$ cat config.mk
export PLATFORM = sky130hd
export DESIGN_NAME = goose_collision_ctrl_flat
export DESIGN_NICKNAME = d
export VERILOG_FILES = /design/src/rtl/goose_collision_ctrl_pkg.sv /design/src/rtl/goose_collision_ctrl_if.sv /design/src/rtl/goose_collision_ctrl_btn_sync_edge.sv /design/src/rtl/goose_collision_ctrl.sv /design/src/flat_wrapper.sv
export SDC_FILE = /design/constraint.sdc
export NUM_CORES = 1
export LEC_CHECK = 0
export ABC_AREA = 1
export BUFFER_PORTS_ARGS = -buffer_cell sky130_fd_sc_hd__buf_2
export CAP_MARGIN = 20
export CORE_AREA = 5 5 78 151
export DETAILED_ROUTE_END_ITERATION = 8
export DIE_AREA = 0 0 83 156
export GPL_TIMING_DRIVEN = 0
export MAX_ROUTING_LAYER = met4
export PLACE_DENSITY = 0.69
export SLEW_MARGIN = 10
export SYNTH_ARGS = -nofsm -noshare
export SYNTH_HDL_FRONTEND = slang
export SYNTH_SLANG_ARGS = --single-unit
$ cat constraint.sdc
create_clock -name clk -period 1.75 [get_ports clk]
set_input_delay 0.175 -clock clk [delete_from_list [all_inputs] [get_ports clk]]
set_output_delay 0.175 -clock clk [all_outputs]
set_load 0.05 [all_outputs]
$ cat src/rtl/goose_collision_ctrl_pkg.sv
// Shared definitions for the goose collision controller: game states and
// default geometry/score parameters.
package goose_collision_ctrl_pkg;

  typedef enum logic [2:0] {
    IDLE    = 3'd0,
    RUN     = 3'd1,
    HIT     = 3'd2,
    OVER    = 3'd3,
    RESTART = 3'd4
  } state_t;

  localparam int H_ACTIVE_DEF   = 640;
  localparam int V_ACTIVE_DEF   = 480;
  localparam int HIT_THRESH_DEF = 4;
  localparam int SCORE_DIV_DEF  = 6;
  localparam int SCORE_W_DEF    = 32;

endpackage

$ cat src/rtl/goose_collision_ctrl_if.sv
// Pixel/button bus between the scan source, sprite renderers and the
// collision controller, plus the controller's game outputs.
interface goose_collision_ctrl_if #(
  parameter int SCORE_W = goose_collision_ctrl_pkg::SCORE_W_DEF
);
  logic [9:0]         x;
  logic [9:0]         y;
  logic               goose;
  logic               bean;
  logic [1:0]         button;
  logic               stop;
  logic               restart;
  logic [SCORE_W-1:0] score;
  logic [2:0]         state;

  modport master (
    output x, y, goose, bean, button,
    input  stop, restart, score, state
  );

  modport slave (
    input  x, y, goose, bean, button,
    output stop, restart, score, state
  );
endinterface

$ cat src/rtl/goose_collision_ctrl_btn_sync_edge.sv
// Two-flop synchroniser for an asynchronous button level followed by a
// rising-edge detector producing a registered one-clock pulse.
module goose_collision_ctrl_btn_sync_edge (
  input  logic clk,
  input  logic reset,
  input  logic btn,
  output logic pulse
);

  logic       sync1;
  logic       sync2;
  logic       prev;
  logic [1:0] settle;

  // Synchronise the level, remember the previous synchronised level, and
  // only emit edges once the pipeline has refilled with the real button
  // level after reset, so a button held through reset never looks pressed.
  always_ff @(posedge clk) begin
    if (!reset) begin
      sync1  <= 1'b0;
      sync2  <= 1'b0;
      prev   <= 1'b0;
      settle <= 2'd0;
      pulse  <= 1'b0;
    end else begin
      sync1 <= btn;
      sync2 <= sync1;
      prev  <= sync2;
      if (settle != 2'd3) begin
        settle <= settle + 2'd1;
      end
      pulse <= (settle == 2'd3) && sync2 && !prev;
    end
  end

endmodule

$ cat src/rtl/goose_collision_ctrl.sv
// Goose/bean collision controller: counts per-frame sprite overlap, runs
// the game state machine, drives obstacle stop/restart and keeps the score.
module goose_collision_ctrl
  import goose_collision_ctrl_pkg::*;
#(
  parameter int H_ACTIVE   = H_ACTIVE_DEF,
  parameter int V_ACTIVE   = V_ACTIVE_DEF,
  parameter int HIT_THRESH = HIT_THRESH_DEF,
  parameter int SCORE_DIV  = SCORE_DIV_DEF,
  parameter int SCORE_W    = SCORE_W_DEF
) (
  input logic clk,
  input logic reset,
  goose_collision_ctrl_if.slave bus
);

  localparam int FRM_W = (SCORE_DIV > 1) ? $clog2(SCORE_DIV) : 1;

  logic [9:0]         x1;
  logic [9:0]         y1;
  logic               goose1;
  logic               bean1;
  logic               fe_q;
  logic               frame_end;
  logic               overlap;
  logic               start_p;
  logic               restart_p;
  logic [2:0]         ov_cnt;
  logic [FRM_W-1:0]   frm_cnt;
  logic [SCORE_W-1:0] score_q;
  state_t             state_q;
  logic               stop_q;
  logic               restart_q;

  goose_collision_ctrl_btn_sync_edge u_start (
    .clk   (clk),
    .reset (reset),
    .btn   (bus.button[0]),
    .pulse (start_p)
  );

  goose_collision_ctrl_btn_sync_edge u_restart (
    .clk   (clk),
    .reset (reset),
    .btn   (bus.button[1]),
    .pulse (restart_p)
  );

  assign frame_end = (x1 == 10'd0) && (y1 == 10'(V_ACTIVE));
  assign overlap   = goose1 && bean1 && (x1 < 10'(H_ACTIVE)) && (y1 < 10'(V_ACTIVE));

  // Register the scan position and sprite flags once, and register the
  // frame-end marker so the state machine acts one clock later.
  always_ff @(posedge clk) begin
    if (!reset) begin
      x1     <= 10'd0;
      y1     <= 10'd0;
      goose1 <= 1'b0;
      bean1  <= 1'b0;
      fe_q   <= 1'b0;
    end else begin
      x1     <= bus.x;
      y1     <= bus.y;
      goose1 <= bus.goose;
      bean1  <= bus.bean;
      fe_q   <= frame_end;
    end
  end

  // Count overlapping pixels of the current frame while running, saturating
  // at the hit threshold; the frame boundary always clears it.
  always_ff @(posedge clk) begin
    if (!reset) begin
      ov_cnt <= 3'd0;
    end else if (fe_q || (state_q == OVER && restart_p)) begin
      ov_cnt <= 3'd0;
    end else if (state_q == RUN && overlap && ov_cnt < 3'(HIT_THRESH)) begin
      ov_cnt <= ov_cnt + 3'd1;
    end
  end

  // Game state machine with registered stop/restart, frame-of-survival
  // divider and saturating score.
  always_ff @(posedge clk) begin
    if (!reset) begin
      state_q   <= IDLE;
      stop_q    <= 1'b1;
      restart_q <= 1'b0;
      score_q   <= '0;
      frm_cnt   <= '0;
    end else begin
      case (state_q)
        IDLE: begin
          if (start_p) begin
            state_q <= RUN;
            stop_q  <= 1'b0;
          end
        end
        RUN: begin
          if (fe_q) begin
            if (ov_cnt >= 3'(HIT_THRESH)) begin
              state_q <= HIT;
              stop_q  <= 1'b1;
            end else if (frm_cnt == FRM_W'(SCORE_DIV - 1)) begin
              frm_cnt <= '0;
              if (score_q != '1) begin
                score_q <= score_q + SCORE_W'(1);
              end
            end else begin
              frm_cnt <= frm_cnt + FRM_W'(1);
            end
          end
        end
        HIT: begin
          if (fe_q) begin
            state_q <= OVER;
          end
        end
        OVER: begin
          if (restart_p) begin
            state_q   <= RESTART;
            restart_q <= 1'b1;
            score_q   <= '0;
            frm_cnt   <= '0;
          end
        end
        RESTART: begin
          if (fe_q) begin
            state_q   <= IDLE;
            restart_q <= 1'b0;
          end
        end
        default: begin
          state_q   <= IDLE;
          stop_q    <= 1'b1;
          restart_q <= 1'b0;
        end
      endcase
    end
  end

  assign bus.stop    = stop_q;
  assign bus.restart = restart_q;
  assign bus.score   = score_q;
  assign bus.state   = state_q;

endmodule

$ cat src/flat_wrapper.sv
// flat-port wrapper written by rule: the top's interface ports become plain ports
module goose_collision_ctrl_flat import goose_collision_ctrl_pkg::*;
#(
  parameter int H_ACTIVE   = H_ACTIVE_DEF,
  parameter int V_ACTIVE   = V_ACTIVE_DEF,
  parameter int HIT_THRESH = HIT_THRESH_DEF,
  parameter int SCORE_DIV  = SCORE_DIV_DEF,
  parameter int SCORE_W    = SCORE_W_DEF
)
  (clk, reset, bus_x, bus_y, bus_goose, bus_bean, bus_button, bus_stop, bus_restart, bus_score, bus_state);
  goose_collision_ctrl_if #(.SCORE_W(SCORE_W)) bus_i ();
  input logic clk;
  input logic reset;
  input wire logic [$bits(bus_i.x)-1:0] bus_x;
  input wire logic [$bits(bus_i.y)-1:0] bus_y;
  input wire logic [$bits(bus_i.goose)-1:0] bus_goose;
  input wire logic [$bits(bus_i.bean)-1:0] bus_bean;
  input wire logic [$bits(bus_i.button)-1:0] bus_button;
  output wire logic [$bits(bus_i.stop)-1:0] bus_stop;
  output wire logic [$bits(bus_i.restart)-1:0] bus_restart;
  output wire logic [$bits(bus_i.score)-1:0] bus_score;
  output wire logic [$bits(bus_i.state)-1:0] bus_state;
  assign bus_i.x = bus_x;
  assign bus_i.y = bus_y;
  assign bus_i.goose = bus_goose;
  assign bus_i.bean = bus_bean;
  assign bus_i.button = bus_button;
  assign bus_stop = bus_i.stop;
  assign bus_restart = bus_i.restart;
  assign bus_score = bus_i.score;
  assign bus_state = bus_i.state;
  goose_collision_ctrl #(.H_ACTIVE(H_ACTIVE), .V_ACTIVE(V_ACTIVE), .HIT_THRESH(HIT_THRESH), .SCORE_DIV(SCORE_DIV), .SCORE_W(SCORE_W)) u_core (.clk(clk), .reset(reset), .bus(bus_i));
endmodule
-- Word level (Yosys, flattened, before mapping)
Cells that the tools add are included.
- output and inout port bits: 37
- word-level logic and storage cells: 103
- bits in registers: 78
- reduce and logical (&&, ||, !) cells: 25
- multiplexer cells: 25
- bitwise logic cells: 3
- add/subtract/negate cells: 5
- eq/ne operators: 20
- order comparisons: 4
- operators by type and width (kind ; number):
    $mux 32 ; 5
    $pmux 32 s2 ; 1
    $add 32x1->32 const B ; 1
    $ne 32x32->1 const B ; 1
    $mux 3 ; 10
    $ne 2x2->1 const B ; 8
    $pmux 3 s5 ; 1
    $reduce_and 6->1 ; 2
    $logic_and 1x1->1 ; 11
    $eq 10x9->1 const B ; 1
    $logic_not 10->1 ; 1
    $lt 10x10->1 const B ; 1
    $lt 10x9->1 const B ; 1
    $reduce_and 4->1 ; 2
    $add 3x1->3 const B ; 2
    $eq 3x2->1 const B ; 2
    $eq 3x3->1 const B ; 2
    $ne 2x1->1 const B ; 3
    $pmux 1 s3 ; 2
    $pmux 3 s2 ; 1
    $reduce_or 3->1 ; 2
    $mux 1 ; 5
    $add 2x1->2 const B ; 2
    $eq 2x2->1 const B ; 2
    10 further kinds ; 13

-- Longest topological paths before layout
- depth after elaboration: 6
- depth in mapped cells: 12

-- By module
From an unflattened synthesis, not the netlist that was laid out.
- cell total of the unflattened synthesis: 670
- area total of the unflattened synthesis: 4200.3 um^2
- modules (own cells, without submodules) (module ; cells an instance ; area an instance (um^2) ; instances):
    goose_collision_ctrl ; 622 ; 3789.9 ; 1
    goose_collision_ctrl_btn_sync_edge ; 24 ; 205.2 ; 2

-- Least setup slack after synthesis
Ideal clock, no wire load.
- path kind: reg2reg
- from: register u_core.score_q[1] (netlist: u_core.bus.score[1])
- to: register u_core.score_q[0] (netlist: u_core.bus.score[0])
- clock period less this slack: 2.013 ns
- setup time: 0.114 ns
- slack: -0.263 ns
- required time: 1.636 ns
- path buffers: 1
- cell stages (with the launch flop): 12
- arrival time: 1.899 ns
- cell sequence: dfxtp_1 > ha_1 > nand2_1 > nor2_1 > nand2_2 > nor2_4 > nand3_4 > nand3_2 > buf_4 > nand2_1 > nand2_1 > nor2_1
- longest elaborated chain between the ends: 3
- ends and longest elaborated chain (item ; line ; source):
    start, declared ; goose_collision_ctrl.sv:30 ; logic [SCORE_W-1:0] score_q;
    start signal, assigned ; goose_collision_ctrl.sv:107 ; score_q <= score_q + SCORE_W'(1);
    $ne 32x32->1 ; goose_collision_ctrl.sv:106 ; if (score_q != '1) begin
    $ne 2x2->1 (no source line) ; -- ;
    $reduce_and 6->1 (no source line) ; -- ;
No other way between the ends.
A chain may end at the register's enable or synchronous reset.

-- Final worst setup path
- from: register u_core.score_q[1] (netlist: u_core.bus.score[1])
- to: register u_core.score_q[30] (netlist: u_core.bus.score[30])
- longest elaborated chain between the ends: 6
- ends and longest elaborated chain (item ; line ; source):
    $add 32x1->32 ; goose_collision_ctrl.sv:107 ;
    $mux 32 ; goose_collision_ctrl.sv:106 ;
    $mux 32 ; goose_collision_ctrl.sv:104 ; end else if (frm_cnt == FRM_W'(SCORE_DIV - 1)) begin
    $mux 32 ; goose_collision_ctrl.sv:101 ; if (ov_cnt >= 3'(HIT_THRESH)) begin
    $mux 32 ; goose_collision_ctrl.sv:100 ; if (fe_q) begin
    $pmux 32 s2 ; goose_collision_ctrl.sv:92 ; case (state_q)
Parallel ways exist; a longest one is shown, timed or not. The select of a mux whose other input is x is not followed.

==> flow_metrics.py <==
metrics = {
    "logic_synthesis": {
        "yosys.area.top_type": "dfxtp_1",
        "netlist_top_cells_area": "dfxtp_1, nand2_1, nor2_1",
        "avgSynthCellArea_um2": 6.28,
        "synth_nets": 678,
        "synth_top_area_share_pct": 38.4,
        "ys_types": 34,
        "ys_warn_count": 0,
        "ys_ff_latch": 78,
        "synth-seq-area-share_pct": 38.4,
        "synthCells": 648,
        "synth_area_um2": 4070,
    },
    "sta": {
        "skew_ns": 0.0108,
        "worst_pin_slew_ns": 0.706,
        "min_period_over_period_pct": 101,
        "period_minus_slack_ns": 1.77,
        "hold_viol": 0,
        "slew_headroom_pct": 53.0,
        "max_freq_mhz": 564,
        "rsz0062_at_grt": "true",
        "whs_ns": 0.0191,
        "setup_slack_ns": -0.0216,
        "setup_viol": 12,
        "slew_viol_final": 0,
    },
    "layout": {
        "drive_gt1_share_pct": 25.5,
        "nFillCells": 1110,
        "utilization_pct": 50.3,
        "area_growth_pct": 29.4,
        "fin_nets": 764,
        "num_antenna_cells": 0,
        "layout_common_cells": "nand2_1, inv_1, nor2_1, buf_2, dfxtp_1",
        "final_common_cell": "nand2_1",
    },
    "global_route": {
        "grt_start_max_net_pins": 13,
        "grt_pass1_wl_um": 20500,
        "grt_pass1_vias": 4205,
        "antenna_found_initial": 0,
        "track_usage_pct": 20.6,
        "overflow": 0,
    },
    "power": {
        "cellPowerDensity_nw_per_um2": 1100,
        "power.leakage_uw": 0.00254,
        "peakVddDrop_v": 0.000804,
    },
    "clocking": {
        "cts_buffers": 9,
        "cts_tree": "built",
        "cts_hold_buf": 0,
        "cts_htree_levels": 3,
        "clk-insertion-delay-late_ns": 0.34,
        "clock_tree.buffer_depth": 2,
        "cts.sinks": 78,
        "root_buffer": "clkbuf_16",
        "clk_pin_slew_ns": 0.06,
    },
    "floorplan": {
        "die_area_um2": 12900,
        "coreArea_um2": 10500,
        "row_count": 53,
        "start_util_pct": 38.8,
        "pin_count": 63,
        "die_x_um": 83,
        "fp.dieH_um": 156,
    },
    "drt": {
        "firstDrtPassIters": 6,
        "wl_per_cell_um": 15.0,
        "drtIter0Drc": 308,
        "drc": 0,
        "finalWirelength_um": 13200,
        "via_per_inst": 4.98,
        "ant_nets": 0,
        "top_layer_used": "met4",
        "met1_length_um": 4430,
        "met2_wirelength_um": 7230,
        "wl_met3_um": 658,
        "num_vias": 4355,
    },
    "outcome": {
        "violations": "negative setup slack",
        "status": "complete, but fails checks",
    },
    "setup_path": {
        "path_depth": 11,
        "crit_path_end_kind": "register",
        "cp_max_fo": 6,
        "regToRegStartpoint": "u_core.bus.score[1]",
        "slowest_delay_ns": 0.37,
        "r2r_setup_slack_ns": -0.02,
        "path_class": "reg -> reg",
        "cp_num_buf_inv": 2,
        "worstPathRequired_ns": 1.98,
        "cp_slowest_cell": "dfxtp_4",
        "critical-path-top-delay-family": "simple AND/OR/NAND/NOR gates",
        "crit_arrival_ns": 2.01,
        "start_kind": "register",
        "r2r_cells": 11,
        "r2r-end": "u_core.bus.score[30]",
        "crit_chain": "ha_4 -> nand2_4 -> nor2_4 -> nand2_4 -> nor2_4 -> nand3_4 -> nand3_4 -> clkbuf_16 -> nand2_2 -> inv_2 -> nor2_1",
    },
    "flow_run": {
        "maxCapViolations": 0,
    },
    "placed_design": {
        "routabilityCongestion": 0.981,
        "dp_hpwl_um": 9810,
        "io_buffers": 61,
    },
    "worst_hold_path": {
        "min_to": "u_core.y1[4]",
        "hold_class": "in -> reg",
        "min_path_cells": 3,
        "hp-start": "bus_y[4]",
    },
}
report_power, final:
part           leakage (µW)  internal (µW)  switching [µW]
combinational       0.00175            588            1190
clock              0.000141           1130             731
sequential         0.000654           1970             196
total               0.00254           3690            2110
synthesized netlist by cell type:
library cell and number:
buf_6 3, nand4_1 28, inv_2 4, buf_2 3
nand3b_1 2, o21ai_2 1, clkinv_1 1, clkbuf_1 10
dfxtp_1 78, nand2_2 4, nand3_4 1, nor2_1 109
or2_2 1, o21ai_1 6, o21ai_0 16, buf_1 2
o21a_1 1, nand3_2 2, ha_1 4, nand3_1 21
buf_4 4, nor4_1 3, nor3b_1 1, clkinv_4 1
nor3_1 8, o211a_1 1, o21bai_1 3, xor2_1 3
nor2_4 3, nand2_1 204, inv_1 98, a21oi_1 20
o31ai_1 1, and2_1 1
worst reg2reg max path: cells and delay by family, from the launching register on:
kind	cells	cell delay, ns
flip-flops	1	0.37
AND/OR/NAND/NOR	8	0.86
adder cells (fa/ha/maj)	1	0.16
buffers and inverters	2	0.26
per-layer routing:
layer	GRT usage, %	up-vias
li1	-	2162
met1	18.2	1976
met2	38.8	168
met5	-	-
met4	12.9	0
met3	4.55	49
registers in the layout, summed over array words and instances (netlist names), 2 cells and up:
signal,count
u_core.frm_cnt,3
u_core.bus.score,32
u_core.y1,10
u_core.u_start.settle,2
u_core.bus.state,3
u_core.u_restart.settle,2
u_core.x1,10
u_core.ov_cnt,3
stage by stage:
| stage | total power (µW) | std cells | cell area, µm² | setup slack [ns] | setup TNS (ns) |
|---|---|---|---|---|---|
| floorplan | 3270 | 648 | 4110 | 0.00130 | 0 |
| global placement | 3620 | 846 | 4590 | -0.197 | -3.17 |
| detailed placement | 3680 | 846 | 4590 | -0.193 | -3.36 |
| CTS | 5580 | 861 | 4940 | -0.000889 | -0.000889 |
| global route | 6080 | 875 | 5270 | -0.0787 | -1.52 |
| finish | 5810 | 875 | 5270 | -0.0216 | -0.129 |
cell families (layout without fill, tap and decap cells):
family,Yosys count,after routing,synth area share (%)
buffers and inverters,126,216,12.8
flip-flops,78,78,38.4
AO/OA/AOI/OAI,49,49,6.55
XOR/XNOR,3,3,0.646
adder cells (fa/ha/maj),4,4,1.23
AND/OR/NAND/NOR,388,388,40.4
worst max path at each step:
stage,end,slack [ns],from
after floorplan,u_core.bus.score[0],0.001,u_core.bus.score[14]
after global placement,u_core.bus.score[20],-0.20,u_core.bus.score[1]
after detailed placement,u_core.bus.score[20],-0.19,u_core.bus.score[1]
after CTS,u_core.bus.score[16],-0.0009,u_core.bus.score[1]
after global routing,u_core.bus.score[4],-0.08,u_core.bus.score[1]
final,u_core.bus.score[30],-0.02,u_core.bus.score[1]
cell type report:
| type | count | area [µm²] | area share, % |
|---|---|---|---|
| multi-input cells | 444 | 2170 | 41.2 |
| repair buffers | 75 | 463 | 8.79 |
| well taps | 137 | 171 | 3.26 |
| inverters | 104 | 400 | 7.60 |
| flip-flops and latches | 78 | 1610 | 30.6 |
| clock buffers | 11 | 243 | 4.61 |
| plain buffers | 22 | 161 | 3.07 |
| clock inverters | 4 | 47.5 | 0.903 |
timing repair:
item	4_1_cts	5_1_grt
endpoints found under the setup margin	32	35
endpoints found under the hold margin	0	0
pin swaps	0	20
cloned	0	3
buffers inserted	0	11
resized for setup	20	56
No activity file was read; power rests on OpenSTA's default activity.
